<file path="src/rtl/display_scan_controller.sv">
// display_scan_controller
//   Time-multiplexed scan controller for a DIGITS-wide common-anode
//   7-segment display. Each digit is driven for PRESCALE_MAX+1 clocks, and
//   all anodes are off for BLANK_CYCLES clocks before every digit so that
//   segment data never ghosts onto the next anode. New data is captured
//   through load/load_ack into a pending buffer. It moves into the shadow
//   register only at a frame boundary, so a displayed frame never mixes
//   old and new data.
//
//   Optional build macro: LEADING_ZERO_BLANK_EN
//     When defined, leading-zero digits (i>0 with all nibbles i..DIGITS-1
//     equal to zero) show no segments, but their anode and dp still follow
//     the scan.
//
// Ports
//   clk         system clock, rising edge
//   rst_n       asynchronous active-low reset
//   enable      scan enable; low parks the scanner in IDLE (dark)
//   load        capture request for data_in / dp_in
//   data_in     4*DIGITS hex nibbles, nibble i drives digit i
//   dp_in       decimal point per digit, 1 = lit
//   load_ack    one-cycle pulse after a capture
//   anode_n     active-low digit select
//   seg_n       active-low segments {g,f,e,d,c,b,a}
//   dp_n        active-low decimal point
//   frame_done  one-cycle pulse after the last digit of a frame
module display_scan_controller #(
  parameter int          DIGITS       = 4,
  parameter logic [15:0] PRESCALE_MAX = 16'd49999,
  parameter int          BLANK_CYCLES = 8
) (
  input  logic                  clk,
  input  logic                  rst_n,
  input  logic                  enable,
  input  logic                  load,
  input  logic [4*DIGITS-1:0]   data_in,
  input  logic [DIGITS-1:0]     dp_in,
  output logic                  load_ack,
  output logic [DIGITS-1:0]     anode_n,
  output logic [6:0]            seg_n,
  output logic                  dp_n,
  output logic                  frame_done
);

  localparam int IDX_W = (DIGITS > 1) ? $clog2(DIGITS) : 1;
  localparam int BLK_W = (BLANK_CYCLES > 1) ? $clog2(BLANK_CYCLES) : 1;
  localparam logic [IDX_W-1:0] IDX_LAST = IDX_W'(DIGITS - 1);
  localparam logic [BLK_W-1:0] BLK_LAST = BLK_W'(BLANK_CYCLES - 1);
  localparam logic [6:0]       SEG_OFF  = 7'h7F;
  localparam logic [DIGITS-1:0] ANODE_OFF = {DIGITS{1'b1}};

  typedef enum logic [1:0] {
    IDLE  = 2'd0,
    BLANK = 2'd1,
    DRIVE = 2'd2
  } state_t;

  // Active-low hex decode, {g,f,e,d,c,b,a}.
  function automatic logic [6:0] hex_decode(input logic [3:0] nib);
    logic [6:0] seg;
    case (nib)
      4'h0: seg = 7'h40;
      4'h1: seg = 7'h79;
      4'h2: seg = 7'h24;
      4'h3: seg = 7'h30;
      4'h4: seg = 7'h19;
      4'h5: seg = 7'h12;
      4'h6: seg = 7'h02;
      4'h7: seg = 7'h78;
      4'h8: seg = 7'h00;
      4'h9: seg = 7'h10;
      4'hA: seg = 7'h08;
      4'hB: seg = 7'h03;
      4'hC: seg = 7'h46;
      4'hD: seg = 7'h21;
      4'hE: seg = 7'h06;
      default: seg = 7'h0E;
    endcase
    return seg;
  endfunction

  state_t            state, state_nxt;
  logic [IDX_W-1:0]  idx, idx_nxt;
  logic [15:0]       pre, pre_nxt;
  logic [BLK_W-1:0]  blk, blk_nxt;
  logic              frame_nxt;

  logic [4*DIGITS-1:0] pending_data;
  logic [DIGITS-1:0]   pending_dp;
  logic                pending_valid;
  logic [4*DIGITS-1:0] shadow_data;
  logic [DIGITS-1:0]   shadow_dp;
  logic                commit;

  logic [DIGITS-1:0]   blank_mask;

  // Values computed for the output register stage.
  logic [DIGITS-1:0]   anode_p0;
  logic [6:0]          seg_p0;
  logic                dp_p0;
  logic [3:0]          nib_sel;
  logic                dp_sel;
  logic                lz_sel;

  // Scan sequencing: state register.
  always_ff @(posedge clk or negedge rst_n) begin
    if (!rst_n) begin
      state <= IDLE;
      idx   <= '0;
      pre   <= '0;
      blk   <= '0;
    end else begin
      state <= state_nxt;
      idx   <= idx_nxt;
      pre   <= pre_nxt;
      blk   <= blk_nxt;
    end
  end

  // Scan sequencing: next-state logic. enable low overrides everything and
  // clears the counters so a re-enable always restarts at digit 0.
  always_comb begin
    state_nxt = state;
    idx_nxt   = idx;
    pre_nxt   = pre;
    blk_nxt   = blk;
    frame_nxt = 1'b0;
    if (!enable) begin
      state_nxt = IDLE;
      idx_nxt   = '0;
      pre_nxt   = '0;
      blk_nxt   = '0;
    end else begin
      case (state)
        IDLE: begin
          state_nxt = BLANK;
          idx_nxt   = '0;
          blk_nxt   = '0;
          pre_nxt   = '0;
        end
        BLANK: begin
          if (blk == BLK_LAST) begin
            state_nxt = DRIVE;
            blk_nxt   = '0;
            pre_nxt   = '0;
          end else begin
            blk_nxt = blk + 1'b1;
          end
        end
        DRIVE: begin
          if (pre == PRESCALE_MAX) begin
            state_nxt = BLANK;
            blk_nxt   = '0;
            pre_nxt   = '0;
            if (idx == IDX_LAST) begin
              idx_nxt   = '0;
              frame_nxt = 1'b1;
            end else begin
              idx_nxt = idx + 1'b1;
            end
          end else begin
            pre_nxt = pre + 1'b1;
          end
        end
        default: begin
          state_nxt = IDLE;
          idx_nxt   = '0;
          pre_nxt   = '0;
          blk_nxt   = '0;
        end
      endcase
    end
  end

  // Shadow takes the pending value as it stood before this edge, so a load
  // landing on the frame boundary waits for the following frame.
  assign commit = frame_nxt && pending_valid;

  always_ff @(posedge clk or negedge rst_n) begin
    if (!rst_n) begin
      pending_data  <= '0;
      pending_dp    <= '0;
      pending_valid <= 1'b0;
      shadow_data   <= '0;
      shadow_dp     <= '0;
    end else begin
      if (commit) begin
        shadow_data <= pending_data;
        shadow_dp   <= pending_dp;
      end
      if (load) begin
        pending_data  <= data_in;
        pending_dp    <= dp_in;
        pending_valid <= 1'b1;
      end else if (commit) begin
        pending_valid <= 1'b0;
      end
    end
  end

`ifdef LEADING_ZERO_BLANK_EN
  // Bit i set when digit i>0 and every nibble from i upward is zero.
  function automatic logic [DIGITS-1:0] lz_mask(input logic [4*DIGITS-1:0] d);
    logic [DIGITS-1:0] m;
    logic              run;
    m   = '0;
    run = 1'b1;
    for (int i = DIGITS - 1; i > 0; i--) begin
      run  = run && (d[4*i +: 4] == 4'h0);
      m[i] = run;
    end
    return m;
  endfunction

  // Mask tracks shadow; the reset value is the mask of an all-zero shadow.
  always_ff @(posedge clk or negedge rst_n) begin
    if (!rst_n) begin
      blank_mask <= {{(DIGITS-1){1'b1}}, 1'b0};
    end else if (commit) begin
      blank_mask <= lz_mask(pending_data);
    end
  end
`else
  assign blank_mask = '0;
`endif

  // Select the digit that will be on the anodes after this edge.
  always_comb begin
    nib_sel = 4'h0;
    dp_sel  = 1'b0;
    lz_sel  = 1'b0;
    for (int i = 0; i < DIGITS; i++) begin
      if (idx_nxt == IDX_W'(i)) begin
        nib_sel = shadow_data[4*i +: 4];
        dp_sel  = shadow_dp[i];
        lz_sel  = blank_mask[i];
      end
    end
  end

  always_comb begin
    anode_p0 = ANODE_OFF;
    seg_p0   = SEG_OFF;
    dp_p0    = 1'b1;
    if (state_nxt == DRIVE) begin
      anode_p0 = ANODE_OFF ^ (DIGITS'(1) << idx_nxt);
      seg_p0   = lz_sel ? SEG_OFF : hex_decode(nib_sel);
      dp_p0    = ~dp_sel;
    end
  end

  // Output register stage: pins always reflect the registered scan state.
  always_ff @(posedge clk or negedge rst_n) begin
    if (!rst_n) begin
      anode_n    <= ANODE_OFF;
      seg_n      <= SEG_OFF;
      dp_n       <= 1'b1;
      load_ack   <= 1'b0;
      frame_done <= 1'b0;
    end else begin
      anode_n    <= anode_p0;
      seg_n      <= seg_p0;
      dp_n       <= dp_p0;
      load_ack   <= load;
      frame_done <= frame_nxt;
    end
  end

endmodule
</file>
<file path="config.mk">
export PLATFORM = sky130hd
export DESIGN_NAME = display_scan_controller
export DESIGN_NICKNAME = d
export VERILOG_FILES = /design/src/rtl/display_scan_controller.sv
export SDC_FILE = /design/constraint.sdc
export NUM_CORES = 1
export LEC_CHECK = 0
export ABC_AREA = 0
export CAP_MARGIN = 0
export CORE_MARGIN = 4
export CORE_UTILIZATION = 40
export DETAILED_ROUTE_END_ITERATION = 7
export DONT_BUFFER_PORTS = 1
export PLACE_DENSITY = 0.6
export SETUP_SLACK_MARGIN = 0.5
export SLEW_MARGIN = 20
export SYNTH_ARGS = -nofsm -noshare
export SYNTH_HDL_FRONTEND = slang
export SYNTH_SLANG_ARGS = --single-unit
</file>
<file path="constraint.sdc">
create_clock -name clk -period 3.7 [get_ports clk]
set_clock_uncertainty 0.1 [all_clocks]
set_input_delay 1.11 -clock clk [delete_from_list [all_inputs] [get_ports clk]]
set_output_delay 1.11 -clock clk [all_outputs]
set_load 0.05 [all_outputs]
</file>
==> results.py <==
metrics = {
    "finish": {
        "drive_gt1_frac": 0.348,
        "post-route-cell-area_sq_um": 4390,
        "utilization": 0.475,
        "final_cell_mix": "64 x dfrtp_1, 41 x mux2_2, 25 x nand2_1, 20 x nor2_1, 18 x buf_4",
        "nNetsFinal": 384,
        "area_growth_pct": 15.5,
        "mostFrequentLayoutCell": "dfrtp_1",
        "n_fill_cell": 822,
        "antenna_cells": 0,
    },
    "logic_synthesis": {
        "syn-num-nets": 367,
        "yosysSeqAreaShare": 0.517,
        "synth_cell_type_count": 50,
        "synth_cells": 329,
        "syn_area_per_cell_sq_um": 11.6,
        "synth_compound_area_frac": 0.0731,
        "synth_top_area_share": 0.434,
        "synthAdderAreaFrac": 0.0461,
        "synth_xor_area_frac": 0.0207,
        "netlist_area_sq_um": 3800,
        "synth_seq_cells": 78,
        "yosysWarnings": 0,
        "yosys-top-cells-area": "dfrtp_1 43%, mux2_2 12%, dfstp_2 8.3%",
        "synthSimpleGateAreaFrac": 0.155,
        "synth_top_family_by_area": "multiplexers",
        "synthMuxAreaShare": 0.160,
        "synth_area_leader_cell": "dfrtp_1",
    },
    "global_route": {
        "grt_usage": 0.136,
        "antenna_found_initial": 0,
        "grt_start_max_net_pins": 79,
        "grt_pass1_wl_microns": 12000,
        "first_global_vias": 2391,
        "overflow": 0,
    },
    "sta": {
        "hold_violations": 0,
        "setup_viol": 0,
        "finalCritPeriodShare": 0.865,
        "slew_violations": 0,
        "finalCriticalPeriod_ps": 3200,
        "rsz0062_at_grt": "yes",
        "max_slew.worst_pin.slew_ps": 800,
        "slew_headroom": 0.466,
        "timing.fmax_mhz": 312,
        "tns_ps": 0,
    },
    "critical_path": {
        "slowest_stage": "or4bb_4",
        "cpMostUsedCell": "buf_6",
        "startpoint": "pre[4]$_DFFE_PN0P_",
        "r2r_end": "seg_n[3]$_DFF_PN1_",
        "end_kind": "flop",
        "cp-start-kind": "flop",
        "cp.arrival_ps": 3380,
        "cpPeakStageDelay_ps": 590,
        "crit_path_cell_trace": "or4bb_4, nor4_4, buf_6, mux2i_4, nand2_2, mux2_4, a21oi_4, buf_6, ha_4, nor2_1, a211oi_2, o21ai_1",
        "criticalPathCategory": "reg -> reg",
        "rr_startpoint": "pre[4]$_DFFE_PN0P_",
        "rrSetupSlack_ps": 500,
        "cp.required_ps": 3870,
        "cp_max_fo": 5,
        "r2r_cells": 12,
        "endpoint": "seg_n[3]$_DFF_PN1_",
    },
    "clock_network": {
        "postCtsHoldBufs": 0,
        "cts_tree": "yes",
        "clock_tree.buffer_depth": 2,
        "root_buffer": "clkbuf_8",
        "clock-sinks": 78,
        "worstSkewPairLatency_ps": 350,
        "cts_buffers": 9,
        "cts-htree-levels": 3,
        "path_clk_slew_ps": 80,
    },
    "placement": {
        "port_buffers": 0,
        "post_dp_cell_area_sq_um": 3950,
        "dp_hpwl_microns": 4890,
        "gp_congestion": 0.828,
    },
    "power_and_ir_drop": {
        "ir_drop_mv": 0.267,
        "p_clk_frac": 0.385,
        "power_frac_seq": 0.587,
        "leakagePower_nw": 1.86,
        "p_int_w": 0.00115,
        "power_frac_comb": 0.028,
        "powerDensity_nw_per_um2": 346,
        "p_sw_w": 0.000365,
        "p_sw_frac": 0.240,
    },
    "route": {
        "vias": 2462,
        "drc": 0,
        "dr.first_iter.drc_count": 95,
        "wl_per_cell_microns": 15.2,
        "totalWireLength_microns": 7310,
        "firstDrtPassIters": 4,
        "vias_per_cell": 5.13,
        "ant_nets": 0,
    },
    "floorplan": {
        "dieHeight_microns": 105,
        "io_pins": 38,
        "initial_utilization": 0.411,
        "die_area_sq_um": 11100,
        "rows": 35,
        "die_x_microns": 105,
        "core-area_sq_um": 9240,
    },
    "outcome": {
        "status": "finished clean",
    },
    "hold_path": {
        "min_path_type": "in -> async",
    },
    "job": {
        "cap_violations": 0,
    },
}
power by group through the flow:
stage / Sequential [W] / Combinational, W / Clock (W)
detailed placement: 0.000909 / 0.0000428 / 0
global placement: 0.000908 / 0.0000418 / 0
floorplan: 0.000903 / 0.0000419 / 0
finish: 0.000891 / 0.0000427 / 0.000585
global route: 0.000895 / 0.0000490 / 0.000651
CTS: 0.000892 / 0.0000429 / 0.000615
what timing repair did:
action / 4_1_cts / 5_1_grt
gates resized for setup: 5 / 28
endpoints found under the setup margin: 7 / 7
setup buffers: 5 / 12
pin swaps: 2 / 10
critical path: cells and delay by family, from the launching register on:
| kind | cells | cell delay (ps) |
|---|---|---|
| mux | 2 | 590 |
| buf+inv | 2 | 300 |
| simple gates | 4 | 1120 |
| flops | 1 | 420 |
| compound gates | 3 | 390 |
| fa+ha+maj | 1 | 190 |
cells in the mapped netlist (all sizes together):
master,number
clkbuf,12
mux2,43
nand4,6
a211oi,1
or4bb,1
ha,14
nor4,2
a21o,3
nand2,26
nor2b,7
and4,2
or3b,1
a21oi,12
or4,1
nand3,10
o21ai,11
and3,6
nand2b,4
a21boi,4
inv,7
and3b,1
nor3b,1
nand4bb,1
and2,9
mux2i,12
xor2,5
xnor2,4
or2,1
o41ai,2
nor2,20
o211ai,4
nand3b,1
a31oi,2
nor3,2
dfstp,12
or4b,1
dfrtp,66
o221ai,2
buf,4
o22ai,2
or3,3
a22oi,1
kinds of logic after synthesis:
logic type | count (synthesis)
compound gates | 44
xor+xnor | 9
fa+ha+maj | 14
buf+inv | 23
flops | 78
mux | 55
simple gates | 106
flip-flops by register name, indices dropped and copies added (netlist names):
signal	cells
pending_dp	4
shadow_dp	4
pending_valid	1
blk	3
idx	2
load_ack	1
anode_n	4
frame_done	1
state	2
seg_n	7
pending_data	16
dp_n	1
shadow_data	16
pre	16
metrics by stage:
stage	cells	hold WS (ps)	power (W)	worst slack (ps)
floorplan	329	350	0.000945	514
global route	480	308	0.00159	383
finish	480	342	0.00152	498
detailed placement	447	366	0.000952	202
CTS	468	318	0.00155	491
global placement	447	358	0.000950	355
per-layer routing:
| layer | wire (microns) | up-vias | part of all wire | track usage |
|---|---|---|---|---|
| met1 | 3210 | 1191 | 0.44 | 0.176 |
| met4 | 117 | 0 | 0.016 | 0.0337 |
| met3 | 408 | 11 | 0.056 | 0.0551 |
| li1 | - | 1203 | - | - |
| met2 | 3580 | 57 | 0.49 | 0.213 |
| met5 | 0 | - | 0 | 0 |
worst min-delay path by stage:
stage	start	depth (start not counted)	slack (ps)	to
after floorplan	pending_valid$_DFFE_PN0P_	1	350	pending_valid$_DFFE_PN0P_
after global placement	pending_valid$_DFFE_PN0P_	1	360	pending_valid$_DFFE_PN0P_
after detailed placement	pending_valid$_DFFE_PN0P_	1	370	pending_valid$_DFFE_PN0P_
after CTS	rst_n	0	320	pre[0]$_DFFE_PN0P_
after global routing	rst_n	0	310	pre[4]$_DFFE_PN0P_
final	rst_n	0	340	pre[2]$_DFFE_PN0P_
final cells by class:
type	instances	area [sq um]	area share
multi-input combinational	228	1870	0.427
tap	129	161	0.0368
clock buffer	9	124	0.0282
sequential	78	1970	0.448
inverter	7	26.3	0.00598
clock inverter	7	56.3	0.0128
timing repair buffer	22	180	0.0410
(Power assumes the default switching activity.)
==> RTL edit, RTL diff (config.mk and constraints unchanged) <==
Put one more register stage on the output `anode_n`, with the module's reset. The value now appears one clock later. The other outputs are not delayed to match.
--- a/src/rtl/display_scan_controller.sv
+++ b/src/rtl/display_scan_controller.sv
@@ -57,2 +57,4 @@
 
+  logic [DIGITS-1:0] anode_n_s0;
+
   // Active-low hex decode, {g,f,e,d,c,b,a}.
@@ -254,3 +256,3 @@
     if (!rst_n) begin
-      anode_n    <= ANODE_OFF;
+      anode_n_s0 <= ANODE_OFF;
       seg_n      <= SEG_OFF;
@@ -260,3 +262,3 @@
     end else begin
-      anode_n    <= anode_p0;
+      anode_n_s0 <= anode_p0;
       seg_n      <= seg_p0;
@@ -268,2 +270,10 @@
 
+  always_ff @(posedge clk or negedge rst_n) begin
+    if (!rst_n) begin
+      anode_n <= '0;
+    end else begin
+      anode_n <= anode_n_s0;
+    end
+  end
+
 endmodule
Behaviour: not the same (Yosys sat finds a counterexample within 4 cycles, from zero or initial values and one cycle with rst_n low).
==> RTL edit against the unedited design <==
  * Routed wire length decreased by 3.8%
  * Sequential cell count increased by 4
  * Setup slack improved by 0.22 ns
  * Global-route usage decreased by 0.39 points
  * Cell area decreased by 4.2%
  * Area after synthesis increased by 0.43%
  * Power increased by 12%
  * Combinational power increased by 4%
  * Critical endpoint unchanged
==> RTL edit: results (changes against the unedited design) <==
status finished clean; Max VDD drop 0.285 mV (+6.5%); initial drt markers 86 (-9.5%); detailed-placement wirelength estimate 4840 µm (-1.1%); top_reg_cell synth dfrtp_1; Layout fillers 903 (+9.9%); H-Tree Depth 3 (unchanged); setup bufs post-CTS 0 (-5); vias in the first global route 2379 (-0.50%); pin count of the biggest net entering global routing 83 (+5.1%); top cells by area, synth dfrtp_1 (46%), dfstp_2 (8.3%), mux2_2 (6.2%); Rel. slew slack 43.2% (-3.4 points); Total GRT Usage 13.2% (-0.39 points); initial antenna violation count 0 (unchanged); MaxCap Viol Count 0 (unchanged); CTS Buf Count 9 (unchanged); number of port buffers 0 (unchanged); register area share after synthesis 54.1% (+2.4 points); # nets final 360 (-6.3%); Clock Path Buffers 2 (unchanged); GPL Wtd Cong 0.849 (+2.5%); Critical Path Fanout Max 11 (+6); first-pass GRT wire length 11800 µm (-2.1%); Pleak 0.00180 µW (-3.4%); Cell variety after synth 49 (-2.0%); fraction of layout cells with a size suffix above 1 19.9% (-15 points); YS warnings 0 (unchanged); Vias/cell 5.24 (+2.1%); clock slew at reported path FFs 0.08 ns (about the same); top cells by count, synth dfrtp_1 (70), nand2_1 (32), mux2_2 (21); Regs by FF count pending_data x16, pre x16, shadow_data x16; Setup WS pre-CTS 0.597 ns (+0.395 ns); worst hold-check path type reg -> reg; CTS root buf clkbuf_8; Crit path arrival time 3.16 ns (-0.22 ns); Post-synth EDFFs 0 (unchanged); Post-Route WL 7030 µm (-3.8%)
[RTL edit: area by class of cell]
class                      count  area [µm²]  share of cell area (%)
clock buffer                  11         141                    3.36
clock inverter                 5        86.3                    2.05
inverter                       7        26.3                   0.625
multi-input combinational    219        1700                    40.4
sequential                    82        2070                    49.2
tap                          129         161                    3.84
timing repair buffer           3        22.5                   0.536
[RTL edit: what timing repair did]
item / 4_1_cts / 5_1_grt
hold endpoints to repair: 0 / 0
gates resized for setup: 0 / 8
endpoints found under the setup margin: 0 / 7
[RTL edit: where the power goes]
group	total (µW)	switching, µW	internal, µW
sequential	935	14.5	920
combinational	44.2	17.2	27.1
clock	722	319	404
total	1700	351	1350
[RTL edit: path summary, 6_finish.rpt]
path,start,endpoint,cells past startpoint,slack (ns)
hold reg to reg,anode_n_s0[3]$_DFF_PN1_,anode_n[3]$_DFF_PN0_,0,0.29
setup / recovery,pre[0]$_DFFE_PN0P_,seg_n[3]$_DFF_PN1_,13,0.72
max in group asynchronous,rst_n,seg_n[4]$_DFF_PN1_,0,2.94
hold / removal,anode_n_s0[3]$_DFF_PN1_,anode_n[3]$_DFF_PN0_,0,0.29
setup reg to reg,pre[0]$_DFFE_PN0P_,seg_n[3]$_DFF_PN1_,13,0.72
min in group asynchronous,rst_n,pre[12]$_DFFE_PN0P_,0,0.35
[RTL edit: metrics by stage]
step	hold slack [ns]	instance area, µm²	utilization [%]	cells	power (µW)
floorplan	0.279	3820	-	320	991
global placement	0.280	3940	42.4	440	995
detailed placement	0.281	3940	42.4	440	997
CTS	0.292	4160	44.8	456	1730
global route	0.296	4210	45.3	456	1770
finish	0.291	4210	45.3	456	1700
[RTL edit: worst max-delay path, cell delays in order, from the launching register on]
cell,delay [ns]
dfrtp_1,0.39
ha_1,0.22
and3_1,0.25
nand4_4,0.17
mux2i_1,0.19
buf_4,0.20
nand3_2,0.16
a221oi_2,0.33
a31oi_2,0.12
inv_1,0.15
ha_1,0.26
a21oi_2,0.17
a211oi_1,0.07
o21ai_1,0.13
[RTL edit: cells by family after synthesis]
logic type                 count (synthesis)  share of synthesized area, %
AOI/OAI and AO/OA                         40                          7.41
xor gates and xnor gates                  12                          2.75
adders and majority gates                 14                          4.59
buffers and inverters                     19                          2.43
DFF                                       82                          54.1
muxes                                     46                          13.4
and+or+nand+nor                          107                          15.3
[RTL edit: routing by layer]
| layer | global-route usage, % | vias up | routed length (µm) |
|---|---|---|---|
| met3 | 4.23 | 9 | 310 |
| met1 | 17.7 | 1196 | 3330 |
| met5 | 0 | - | 0 |
| met2 | 20.3 | 45 | 3310 |
| met4 | 4.44 | 0 | 87 |
| li1 | - | 1138 | - |
